## config.mk

```make
export PLATFORM = sky130hd
export DESIGN_NAME = toothless_ctrl_flat
export DESIGN_NICKNAME = d
export VERILOG_FILES = /design/src/rtl/toothless_ctrl_if.sv /design/src/rtl/toothless_ctrl.sv /design/src/flat_wrapper.sv
export SDC_FILE = /design/constraint.sdc
export NUM_CORES = 1
export LEC_CHECK = 0
export CORE_AREA = 2 2 118 120
export CTS_CLUSTER_DIAMETER = 80
export DETAILED_ROUTE_END_ITERATION = 7
export DIE_AREA = 0 0 120 122
export PLACE_DENSITY = 0.77
export SLEW_MARGIN = 20
export SYNTH_ARGS = -nofsm -noshare
export SYNTH_HDL_FRONTEND = slang
export SYNTH_SLANG_ARGS = --single-unit
```

## constraint.sdc

```tcl
create_clock -name clk -period 2.6 [get_ports clk]
set_clock_uncertainty 0.05 [all_clocks]
set_input_delay 0.52 -clock clk [delete_from_list [all_inputs] [get_ports clk]]
set_output_delay 0.52 -clock clk [all_outputs]
set_load 0.02 [all_outputs]
```

## src/rtl/toothless_ctrl_if.sv

```systemverilog
// Instruction-fetch and data-access handshake bundle between the control FSM
// and the memory side. master = controller, slave = memory/bus responder.
interface toothless_ctrl_if;
    logic        instr_req_o;
    logic [31:0] instr_addr_o;
    logic        instr_gnt_i;
    logic        instr_rvalid_i;
    logic [31:0] instr_rdata_i;

    logic        data_req_o;
    logic        data_we_o;
    logic [31:0] data_addr_o;
    logic        data_gnt_i;
    logic        data_rvalid_i;

    modport master (
        output instr_req_o, instr_addr_o, data_req_o, data_we_o, data_addr_o,
        input  instr_gnt_i, instr_rvalid_i, instr_rdata_i, data_gnt_i, data_rvalid_i
    );

    modport slave (
        input  instr_req_o, instr_addr_o, data_req_o, data_we_o, data_addr_o,
        output instr_gnt_i, instr_rvalid_i, instr_rdata_i, data_gnt_i, data_rvalid_i
    );
endinterface

```

## src/rtl/toothless_ctrl.sv

```systemverilog
// Multi-cycle control FSM for a non-pipelined RISC-V style core: fetch,
// execute, optional memory access, write-back/retire, and a sticky trap state.
module toothless_ctrl #(
    parameter int          DATA_WIDTH = 32,
    parameter logic [31:0] BOOT_ADDR  = 32'h0000_0000
) (
    input  logic                  clk,
    input  logic                  rst_n,
    toothless_ctrl_if.master      bus,
    input  logic                  instr_invalid_i,
    input  logic                  rd_used_i,
    input  logic                  is_load_i,
    input  logic                  is_store_i,
    input  logic                  is_branch_i,
    input  logic                  is_jump_i,
    input  logic                  branch_taken_i,
    input  logic [DATA_WIDTH-1:0] alu_result_i,
    output logic [31:0]           instr_o,
    output logic                  rf_we_o,
    output logic [1:0]            wb_sel_o,
    output logic [31:0]           pc_o,
    output logic [31:0]           instret_o,
    output logic                  trap_o,
    output logic [2:0]            state_o
);

    typedef enum logic [2:0] {
        S_FETCH = 3'd0,
        S_IWAIT = 3'd1,
        S_EXEC  = 3'd2,
        S_MREQ  = 3'd3,
        S_MWAIT = 3'd4,
        S_WB    = 3'd5,
        S_TRAP  = 3'd6
    } state_t;

    localparam logic [31:0] NOP_INSTR = 32'h0000_0013;

    state_t      state_q, state_d;
    logic [31:0] pc_q;
    logic [31:0] instr_q;
    logic [31:0] instret_q;
    logic [31:0] alu_addr;
    logic        redirect;
    logic        misaligned;

    assign alu_addr   = alu_result_i[31:0];
    assign redirect   = is_jump_i | (is_branch_i & branch_taken_i);
    // A redirect to a non-word-aligned target traps instead of retiring.
    assign misaligned = redirect & (alu_addr[1:0] != 2'b00);

    always_ff @(posedge clk) begin
        if (rst_n) begin
            state_q   <= S_FETCH;
            pc_q      <= BOOT_ADDR;
            instr_q   <= NOP_INSTR;
            instret_q <= 32'd0;
        end else begin
            state_q <= state_d;
            if (state_q == S_IWAIT && bus.instr_rvalid_i) begin
                instr_q <= bus.instr_rdata_i;
            end
            if (state_q == S_WB && !misaligned) begin
                pc_q      <= redirect ? alu_addr : pc_q + 32'd4;
                instret_q <= instret_q + 32'd1;
            end
        end
    end

    always_comb begin
        state_d          = state_q;
        bus.instr_req_o  = 1'b0;
        bus.instr_addr_o = pc_q;
        bus.data_req_o   = 1'b0;
        bus.data_we_o    = 1'b0;
        bus.data_addr_o  = 32'd0;
        rf_we_o          = 1'b0;
        wb_sel_o         = 2'd0;

        case (state_q)
            S_FETCH: begin
                bus.instr_req_o = 1'b1;
                if (bus.instr_gnt_i) state_d = S_IWAIT;
            end
            S_IWAIT: begin
                if (bus.instr_rvalid_i) state_d = S_EXEC;
            end
            S_EXEC: begin
                if (instr_invalid_i)              state_d = S_TRAP;
                else if (is_load_i || is_store_i) state_d = S_MREQ;
                else                              state_d = S_WB;
            end
            S_MREQ: begin
                bus.data_req_o  = 1'b1;
                bus.data_we_o   = is_store_i;
                bus.data_addr_o = alu_addr;
                if (bus.data_gnt_i) state_d = S_MWAIT;
            end
            S_MWAIT: begin
                if (bus.data_rvalid_i) state_d = S_WB;
            end
            S_WB: begin
                if (is_load_i)      wb_sel_o = 2'd1;
                else if (is_jump_i) wb_sel_o = 2'd2;
                if (misaligned) begin
                    state_d = S_TRAP;
                end else begin
                    rf_we_o = rd_used_i & ~is_store_i & ~is_branch_i & (instr_q[11:7] != 5'd0);
                    state_d = S_FETCH;
                end
            end
            S_TRAP: state_d = S_TRAP;
            default: state_d = S_FETCH;
        endcase

        // Reset silences every request and strobe in the same cycle it is seen.
        if (rst_n) begin
            state_d         = S_FETCH;
            bus.instr_req_o = 1'b0;
            bus.data_req_o  = 1'b0;
            bus.data_we_o   = 1'b0;
            rf_we_o         = 1'b0;
            wb_sel_o        = 2'd0;
        end
    end

    assign instr_o   = instr_q;
    assign pc_o      = pc_q;
    assign instret_o = instret_q;
    assign trap_o    = (state_q == S_TRAP) & ~rst_n;
    assign state_o   = state_q;

endmodule

```

## src/flat_wrapper.sv

```systemverilog
// flat-port wrapper written by rule: the top's interface ports become plain ports
module toothless_ctrl_flat 
#(
    parameter int          DATA_WIDTH = 32,
    parameter logic [31:0] BOOT_ADDR  = 32'h0000_0000
)
  (clk, rst_n, instr_invalid_i, rd_used_i, is_load_i, is_store_i, is_branch_i, is_jump_i, branch_taken_i, alu_result_i, instr_o, rf_we_o, wb_sel_o, pc_o, instret_o, trap_o, state_o, bus_instr_req_o, bus_instr_addr_o, bus_data_req_o, bus_data_we_o, bus_data_addr_o, bus_instr_gnt_i, bus_instr_rvalid_i, bus_instr_rdata_i, bus_data_gnt_i, bus_data_rvalid_i);
  toothless_ctrl_if bus_i ();
  input  logic clk;
  input  logic rst_n;
  input  logic instr_invalid_i;
  input  logic rd_used_i;
  input  logic is_load_i;
  input  logic is_store_i;
  input  logic is_branch_i;
  input  logic is_jump_i;
  input  logic branch_taken_i;
  input  logic [DATA_WIDTH-1:0] alu_result_i;
  output logic [31:0] instr_o;
  output logic rf_we_o;
  output logic [1:0] wb_sel_o;
  output logic [31:0] pc_o;
  output logic [31:0] instret_o;
  output logic trap_o;
  output logic [2:0] state_o;
  output wire logic [$bits(bus_i.instr_req_o)-1:0] bus_instr_req_o;
  output wire logic [$bits(bus_i.instr_addr_o)-1:0] bus_instr_addr_o;
  output wire logic [$bits(bus_i.data_req_o)-1:0] bus_data_req_o;
  output wire logic [$bits(bus_i.data_we_o)-1:0] bus_data_we_o;
  output wire logic [$bits(bus_i.data_addr_o)-1:0] bus_data_addr_o;
  input wire logic [$bits(bus_i.instr_gnt_i)-1:0] bus_instr_gnt_i;
  input wire logic [$bits(bus_i.instr_rvalid_i)-1:0] bus_instr_rvalid_i;
  input wire logic [$bits(bus_i.instr_rdata_i)-1:0] bus_instr_rdata_i;
  input wire logic [$bits(bus_i.data_gnt_i)-1:0] bus_data_gnt_i;
  input wire logic [$bits(bus_i.data_rvalid_i)-1:0] bus_data_rvalid_i;
  assign bus_instr_req_o = bus_i.instr_req_o;
  assign bus_instr_addr_o = bus_i.instr_addr_o;
  assign bus_data_req_o = bus_i.data_req_o;
  assign bus_data_we_o = bus_i.data_we_o;
  assign bus_data_addr_o = bus_i.data_addr_o;
  assign bus_i.instr_gnt_i = bus_instr_gnt_i;
  assign bus_i.instr_rvalid_i = bus_instr_rvalid_i;
  assign bus_i.instr_rdata_i = bus_instr_rdata_i;
  assign bus_i.data_gnt_i = bus_data_gnt_i;
  assign bus_i.data_rvalid_i = bus_data_rvalid_i;
  toothless_ctrl #(.DATA_WIDTH(DATA_WIDTH), .BOOT_ADDR(BOOT_ADDR)) u_core (.clk(clk), .rst_n(rst_n), .bus(bus_i), .instr_invalid_i(instr_invalid_i), .rd_used_i(rd_used_i), .is_load_i(is_load_i), .is_store_i(is_store_i), .is_branch_i(is_branch_i), .is_jump_i(is_jump_i), .branch_taken_i(branch_taken_i), .alu_result_i(alu_result_i), .instr_o(instr_o), .rf_we_o(rf_we_o), .wb_sel_o(wb_sel_o), .pc_o(pc_o), .instret_o(instret_o), .trap_o(trap_o), .state_o(state_o));
endmodule
```

### Word level (Yosys, flattened, before mapping)

Cells that the tools add are included.

* register bits: 99
* bits of input ports: 77
* output and inout bits: 170

* bitwise operators: 10
* add/sub/neg operators: 2
* multiplexer cells: 23
* eq/ne operators: 10
* reductions and logical operators: 8

Operators by type and width (count)
* two-way mux 32 bit: 2
* adder 32 x 1 -> 32 bit, second input constant: 1
* adder 32 x 3 -> 32 bit, second input constant: 1
* two-way mux 3 bit: 7
* one-hot mux 3 bit (7 select lines): 1
* == test 3 bit, second input constant: 3
* two-way mux 1 bit: 9
* two-way mux 2 bit: 4
* != test 2 bit, second input constant: 4
* bitwise AND 1 bit: 6
* == test 3 x 2 -> 1 bit, second input constant: 2
* nonzero test 5 bit: 1
* AND reduction 4 bit: 1
* == test 3 x 1 -> 1 bit, second input constant: 1
* logical NOT 3 bit: 1
* inverter 1 bit: 3
* logical AND 1 bit: 2
* nonzero test 2 bit: 1
* logical NOT 1 bit: 1
* logical OR 1 bit: 1
* OR 1 bit: 1

### Logic depth before layout (Yosys ltp)

Gate-level depths: netlist of the first run.

* depth in word-level cells: 7
* mapped depth: 8
* mapped depth without buffers: 6

### Worst setup path before layout of the first run

No wires, ideal clock.

* path type: input port to output port
* from: input is_branch_i
* to: output rf_we_o
* path buffers: 1
* path slack: 0.120 ns
* stages: 4
* arrival time: 1.910 ns
* cell sequence: a21oi_1 o21ai_1 clkbuf_1 nor3_1

* longest elaborated chain between the ends: 6
* elaborated cells on any way between the ends: 9
* classes of those cells: 3 x mux; 6 x bitwise

Ends and longest elaborated chain
* start, declared: line flat_wrapper.sv:15 `input logic is_branch_i;`
* bitwise AND 1 bit or inverter 1 bit (tied branches): line toothless_ctrl.sv:48, toothless_ctrl.sv:108
* OR 1 bit or bitwise AND 1 bit (tied branches): line toothless_ctrl.sv:48, toothless_ctrl.sv:108
* bitwise AND 1 bit, on equally long branches: line toothless_ctrl.sv:50, toothless_ctrl.sv:108
* two-way mux 1 bit *: line toothless_ctrl.sv:105 `if (misaligned) begin`
* two-way mux 1 bit *: line toothless_ctrl.sv:80 `case (state_q)`
* two-way mux 1 bit *: line toothless_ctrl.sv:117 `if (rst_n) begin`
* end, declared: line flat_wrapper.sv:20 `output logic rf_we_o;`

Every way passes the cells marked *; elsewhere a longest branch is shown, timed or not.

### Final worst setup path of the first run

* from: register u_core.state_q[0], in the netlist u_core.state_o[0]
* to: output bus_data_addr_o[4]

* longest elaborated chain between the ends: 2

Ends and longest elaborated chain
* start, declared: line toothless_ctrl.sv:39 `state_t state_q, state_d;`
* start signal, assigned: line toothless_ctrl.sv:59 `state_q <= state_d;`
* == test 3 x 2 -> 1 bit: line toothless_ctrl.sv:80
* two-way mux 32 bit: line toothless_ctrl.sv:80
* end, declared: line flat_wrapper.sv:30 `output wire logic [$bits(bus_i.data_addr_o)-1:0] bus_data_addr_o;`

No other way between the ends.

==> results of run 1 <==
==> how the worst max path moves through the flow <==
stage,from,endpoint,slack [ns],cells past startpoint
after CTS,u_core.state_o[0],bus_data_addr_o[1],0.04,5
after detailed placement,is_branch_i,rf_we_o,-0.07,5
after floorplan,is_branch_i,rf_we_o,0.12,4
after global placement,is_branch_i,rf_we_o,-0.03,5
final,u_core.state_o[0],bus_data_addr_o[4],0.08,5
after global routing,u_core.state_o[0],bus_data_addr_o[12],0.002,5
==> metal layers <==
layer	global-route usage	share of wire	vias up	routed length, um
met5	0	0	-	0
met3	0.0576	0.085	20	1520
li1	-	-	2909	-
met1	0.289	0.41	2717	7310
met2	0.409	0.49	249	8710
met4	0.0706	0.015	0	273
==> cells in the final DEF (no fill, tap or decap), drive strengths merged, types with 6 or more instances in the layout <==
cell           netlist  layout
o22ai               11      11
o211ai               6       6
clkdlybuf4s50        0     234
and3                14      14
dlymetal6s2s         0      10
a31oi                7       7
nand4               14      14
nor4                18      18
nand3b               8       8
nor3                30      30
and2                39      39
nand2              126     126
buf                 38      40
xnor2               21      21
nor2                49      49
o21ai               20      20
dfxtp               99      99
clkbuf              42      11
and4                 8       8
a21oi               70      70
inv                  8       9
or3                  6       6
nand3               22      22
mux2i                8       8
==> what timing repair did <==
item | 4_1_cts | 5_1_grt
setup buffers | 0 | 0
resized for setup | 2 | 10
setup endpoints to repair | 2 | 10
==> through the flow <==
stage                     TNS, ns  worst slack [ns]  instances  utilization
after floorplan                 0             0.120        715            -
after global placement    -0.0261           -0.0261       1100        0.599
after detailed placement  -0.0762           -0.0688       1100        0.599
after CTS                       0            0.0398       1116        0.623
after global routing            0           0.00162       1116        0.625
final                           0            0.0792       1116        0.625
==> cell families after synthesis <==
group,share of synthesized area
AOI/OAI and AO/OA,0.150
xor gates and xnor gates,0.0399
adders and majority gates,0.00456
buffers and inverters,0.0843
DFF,0.361
muxes,0.0187
and+or+nand+nor,0.342
==> cell type report <==
| class | count | share of cell area |
|---|---|---|
| multi-input combinational | 528 | 0.363 |
| inverter | 8 | 0.00356 |
| sequential | 99 | 0.235 |
| clock inverter | 5 | 0.0101 |
| timing repair buffer | 285 | 0.333 |
| tap | 180 | 0.0267 |
| clock buffer | 11 | 0.0288 |
==> registers in the layout, indices dropped and copies added, names as in the netlist <==
signal,flops
u_core.instr_o,32
u_core.bus.instr_addr_o,32
u_core.instret_o,32
u_core.state_o,3
==> power by group <==
part           leakage, uW  switching, uW  internal, uW  total [uW]
logic              0.00207            236           241         477
clock network     0.000156            598           875        1470
registers         0.000800           20.8          1550        1570
total              0.00302            855          2660        3520
==> worst max-delay path, cell delays in order (launching register included) <==
cell             delay [ns]
dfxtp_1                0.37
nand2_1                0.12
nor2_2                 0.12
buf_4                  0.22
and2_1                 0.15
clkdlybuf4s50_1        0.61
==> results.json, run 1 <==
{
  "cts_tree": "done",
  "clk_latency_ns": 0.35,
  "routabilityCongestion": 0.863,
  "fin_nets": 1010,
  "fmax_mhz": 397,
  "grt_usage": 0.236,
  "fillers": 1194,
  "synth-seq-cells": 99,
  "avgSynthCellArea_um2": 7.68,
  "grt_max_degree": 58,
  "vias": 5895,
  "ff2ff_path_depth": 5,
  "seq_area_frac_synth": 0.361,
  "grt_pass1_wl_um": 27600,
  "tightest_slew_ns": 0.623,
  "r2r_end": "u_core.bus.instr_addr_o[31]",
  "maxSlewViolCount": 0,
  "worstSetupEndpointType": "output pin",
  "hold_path.class": "reg -> reg",
  "antenna_found_initial": 0,
  "vias_per_cell": 5.28,
  "numCtsBuffers": 9,
  "r2r-start": "u_core.bus.instr_addr_o[16]",
  "core_mm2": 0.0135,
  "dr.pass1.iters": 5,
  "regArea_mm2": 0.00198,
  "hold_path_depth": 2,
  "clock_path_buffers": 2,
  "die_h_um": 122,
  "hold-path-endpoint": "u_core.instr_o[6]",
  "drc": 0,
  "place_area_mm2": 0.00809,
  "n_antenna_cell": 0,
  "synthToLayoutAreaGrowth_pct": 53.7,
  "core.rowCount": 43,
  "ys_types": 63,
  "start_util": 0.407,
  "whs_ns": 0.404,
  "min_from": "u_core.instr_o[6]",
  "netlist_instances": 715,
  "dieArea_mm2": 0.0146,
  "fin_crit_ns": 2.52,
  "io_pins": 247,
  "ir_drop_uv": 463,
  "wl_um": 17800,
  "finalPower_uw": 3520,
  "cts.hold.buffers_added": 0,
  "crit_required_ns": 2.03,
  "rrSetupSlack_ns": 0.43,
  "worstSetupPathType": "reg -> out",
  "start_kind": "flip-flop",
  "drtIter0Drc": 395,
  "yosysWarnings": 0,
  "multi_input_area_mm2": 0.00306,
  "wl_per_cell_um": 16.0,
  "relSlewSlack": 0.585,
  "clk_pin_slew_ns": 0.07,
  "port_buffers": 246,
  "grt_pass1_vias": 5323,
  "drive_gt1_frac": 0.0908,
  "dpl.hpwl_um": 12900,
  "hold_viol_final": 0,
  "crit_arrival_ns": 1.95,
  "drv_cap": 0,
  "htreeDepth": 3,
  "rsz0062_at_grt": "no",
  "synth_common_cells": "nand2_1, dfxtp_1, a21oi_1, nor2_1, clkbuf_1",
  "ant_nets": 0,
  "p_per_area_mw_per_mm2": 417,
  "finalSetupViolCount": 0,
  "timing.final.crit_share": 0.970,
  "synthArstFlopShare": 0,
  "synth_edf_count": 0,
  "leakage_uw": 0.00302,
  "synthTopCellsByArea": "dfxtp_1, nand2_1, a21oi_1",
  "netlist_area_mm2": 0.00549,
  "clock_sinks": 99,
  "synthDominantCellAreaShare": 0.361,
  "crit_fanout": 13,
  "final_area_mm2": 0.00844,
  "overflow": 0,
  "cts_root_buffer": "clkbuf_16",
  "syn_nets": 794,
  "synth_most_common_cell": "nand2_1",
  "fp.dieW_um": 120,
  "status": "complete, no violations",
  "synth_largest_area_cell": "dfxtp_1",
  "synth_flop_cell": "dfxtp_1"
}
Note: power is estimated with default switching activity, not from simulation.
==> run 2: changes to the inputs <==
--- a/config.mk
+++ b/config.mk
@@ -5,11 +5,12 @@
 export SDC_FILE = /design/constraint.sdc
 export NUM_CORES = 1
 export LEC_CHECK = 0
-export CORE_AREA = 2 2 118 120
+export CORE_AREA = 2 2 99 101
 export CTS_CLUSTER_DIAMETER = 80
 export DETAILED_ROUTE_END_ITERATION = 7
-export DIE_AREA = 0 0 120 122
-export PLACE_DENSITY = 0.77
+export DIE_AREA = 0 0 101 103
+export DONT_BUFFER_PORTS = 1
+export PLACE_DENSITY = 0.73
 export SLEW_MARGIN = 20
 export SYNTH_ARGS = -nofsm -noshare
 export SYNTH_HDL_FRONTEND = slang
==> run 2 against run 1 <==
Net effect:
- count of clock-buffer cells in the layout did not move
- total power decreased by 17%
- die area down 29%
- global-route usage rose by 5.4 points
- sequential power hardly changed
- fmax rose by 3.4%
- hold slack worse by 0.24 ns
- utilization is 0.35 points lower
- design area is 30% lower
- first-iteration DRC count is 30% lower
- critical path depth shrank 1
- non-clock buffer count shrank 227
- largest power group unchanged
==> results.json, run 2 (synthesized netlist as in run 1, its figures left out) <==
{
  "clockPowerShare": 0.380,
  "fmax_mhz": 410,
  "fp.dieW_um": 101,
  "crit_arrival_ns": 1.87,
  "vias": 5210,
  "cts.hold.buffers_added": 0,
  "core_mm2": 0.00946,
  "leakage_uw": 0.00200,
  "cp_slowest_cell": "dfxtp_1",
  "port_buffers": 0,
  "tightest_slew_ns": 0.649,
  "vias_per_cell": 6.33,
  "antenna_found_initial": 1,
  "pre_cts_ws_ns": 0.286,
  "n_antenna_cell": 0,
  "r2r_end": "u_core.instret_o[23]",
  "ff2ff_path_depth": 6,
  "cts_tree": "done",
  "pwr-share-comb": 0.070,
  "crit_required_ns": 2.03,
  "start_util": 0.581,
  "crit_chain": "nand2_1 -> nor2_2 -> buf_4 -> and2_1",
  "hold_path.class": "in -> reg",
  "clock_path_buffers": 2,
  "power.switching_uw": 748,
  "clock_sinks": 99,
  "routabilityCongestion": 0.856,
  "drive_gt1_frac": 0.142,
  "switching_share": 0.256,
  "whs_ns": 0.162,
  "drc": 0,
  "ant_nets": 0,
  "synthToLayoutAreaGrowth_pct": 7.06,
  "drv_cap": 0,
  "clk_pin_slew_ns": 0.10,
  "grt_pass1_vias": 4820,
  "wl_um": 15800,
  "internal_power_uw": 2170,
  "finalPower_uw": 2910,
  "grt_pass1_wl_um": 23800,
  "dieArea_mm2": 0.0104,
  "crit_path_max_incr_delay_ns": 0.53,
  "worstSetupPathType": "reg -> out",
  "core.rowCount": 36,
  "dr.pass1.iters": 6,
  "r2r-start": "u_core.instret_o[9]",
  "start_kind": "flip-flop",
  "grt_max_degree": 112,
  "clk_latency_ns": 0.37,
  "numCtsBuffers": 9,
  "drtIter0Drc": 278,
  "rrSetupSlack_ns": 0.25,
  "cts_root_buffer": "clkbuf_8",
  "die_h_um": 103,
  "io_pins": 247,
  "overflow": 0,
  "grt_usage": 0.290,
  "startpoint": "u_core.state_o[1]",
  "cts_setup_buffers": 0,
  "maxSlewViolCount": 0,
  "fin_crit_ns": 2.44,
  "mostFrequentLayoutCell": "nand2_1",
  "finalSetupViolCount": 0,
  "htreeDepth": 3,
  "crit_fanout": 32,
  "finalWorstSetupSlack_ns": 0.163,
  "pwr-share-seq": 0.550,
  "timing.final.crit_share": 0.937,
  "wl_per_cell_um": 19.2,
  "relSlewSlack": 0.564,
  "final_cell_mix": "nand2_1, dfxtp_1, a21oi_1, buf_4, nor2_1",
  "cp-endpoint": "bus_data_addr_o[0]",
  "hold_viol_final": 0,
  "worstSetupEndpointType": "output pin",
  "setup_tns_ns": 0,
  "dpl.hpwl_um": 11500,
  "fin_nets": 783,
  "status": "complete, no violations",
  "ir_drop_uv": 399,
  "rsz0062_at_grt": "no",
  "p_per_area_mw_per_mm2": 496,
  "post_cts_resized": 0
}
-- run 2: changes by cell type in the layout (fill, tap and decap cells not counted) --
cell,before,now
clkdlybuf4s50_1,234,0
buf_4,37,57
dlymetal6s2s_1,10,0
clkbuf_16,9,0
clkbuf_8,1,9
buf_12,3,1
clkbuf_1,1,2
dfxtp_1,98,99
dfxtp_2,1,0
dlygate4sd2_1,1,0
-- run 2: power groups by stage --
stage / Combinational [uW] / Clock (uW) / Sequential (uW)
2_1_floorplan: 168 / 0 / 1640
3_3_place_gp: 198 / 0 / 1640
3_5_place_dp: 204 / 0 / 1640
4_1_cts: 204 / 1120 / 1600
5_1_grt: 227 / 1190 / 1610
6_report: 205 / 1110 / 1600
-- run 2: through the flow --
stage               area [um^2]  cells   util
floorplan                  5490    715      -
global placement           5660    807  0.599
detailed placement         5660    807  0.599
CTS                        5880    823  0.622
global route               5880    823  0.622
finish                     5880    823  0.622
-- run 2: worst min-delay path by stage --
stage | to | start | depth (start not counted) | slack, ns
after floorplan | u_core.instr_o[2] | u_core.instr_o[2] | 2 | 0.48
after global placement | u_core.instr_o[6] | u_core.instr_o[6] | 2 | 0.49
after detailed placement | u_core.instr_o[6] | u_core.instr_o[6] | 2 | 0.49
after CTS | u_core.bus.instr_addr_o[26] | rst_n | 1 | 0.15
after global routing | u_core.bus.instr_addr_o[26] | rst_n | 1 | 0.14
final | u_core.bus.instr_addr_o[26] | rst_n | 1 | 0.16
-- run 2: worst max-delay path: cells and delay by family, from the launching register on --
| family | cells | cell delay (ns) |
|---|---|---|
| and+or+nand+nor | 3 | 0.67 |
| DFF | 1 | 0.53 |
| buffers and inverters | 1 | 0.30 |
-- run 2: area by class of cell --
class	count	area, um^2
Multi-Input combinational cell	528	3060
Sequential cell	99	1980
Timing Repair Buffer	58	448
Fill cell	844	3580
Tap cell	114	143
Inverter	8	30.0
Clock buffer	11	131
Clock inverter	5	85.1
-- run 2: layer usage --
metal	vias up	routed length [um]	track usage
met2	275	7780	0.504
met1	2439	5950	0.325
met4	2	502	0.132
met5	-	13	0
li1	2445	-	-
met3	49	1560	0.0915
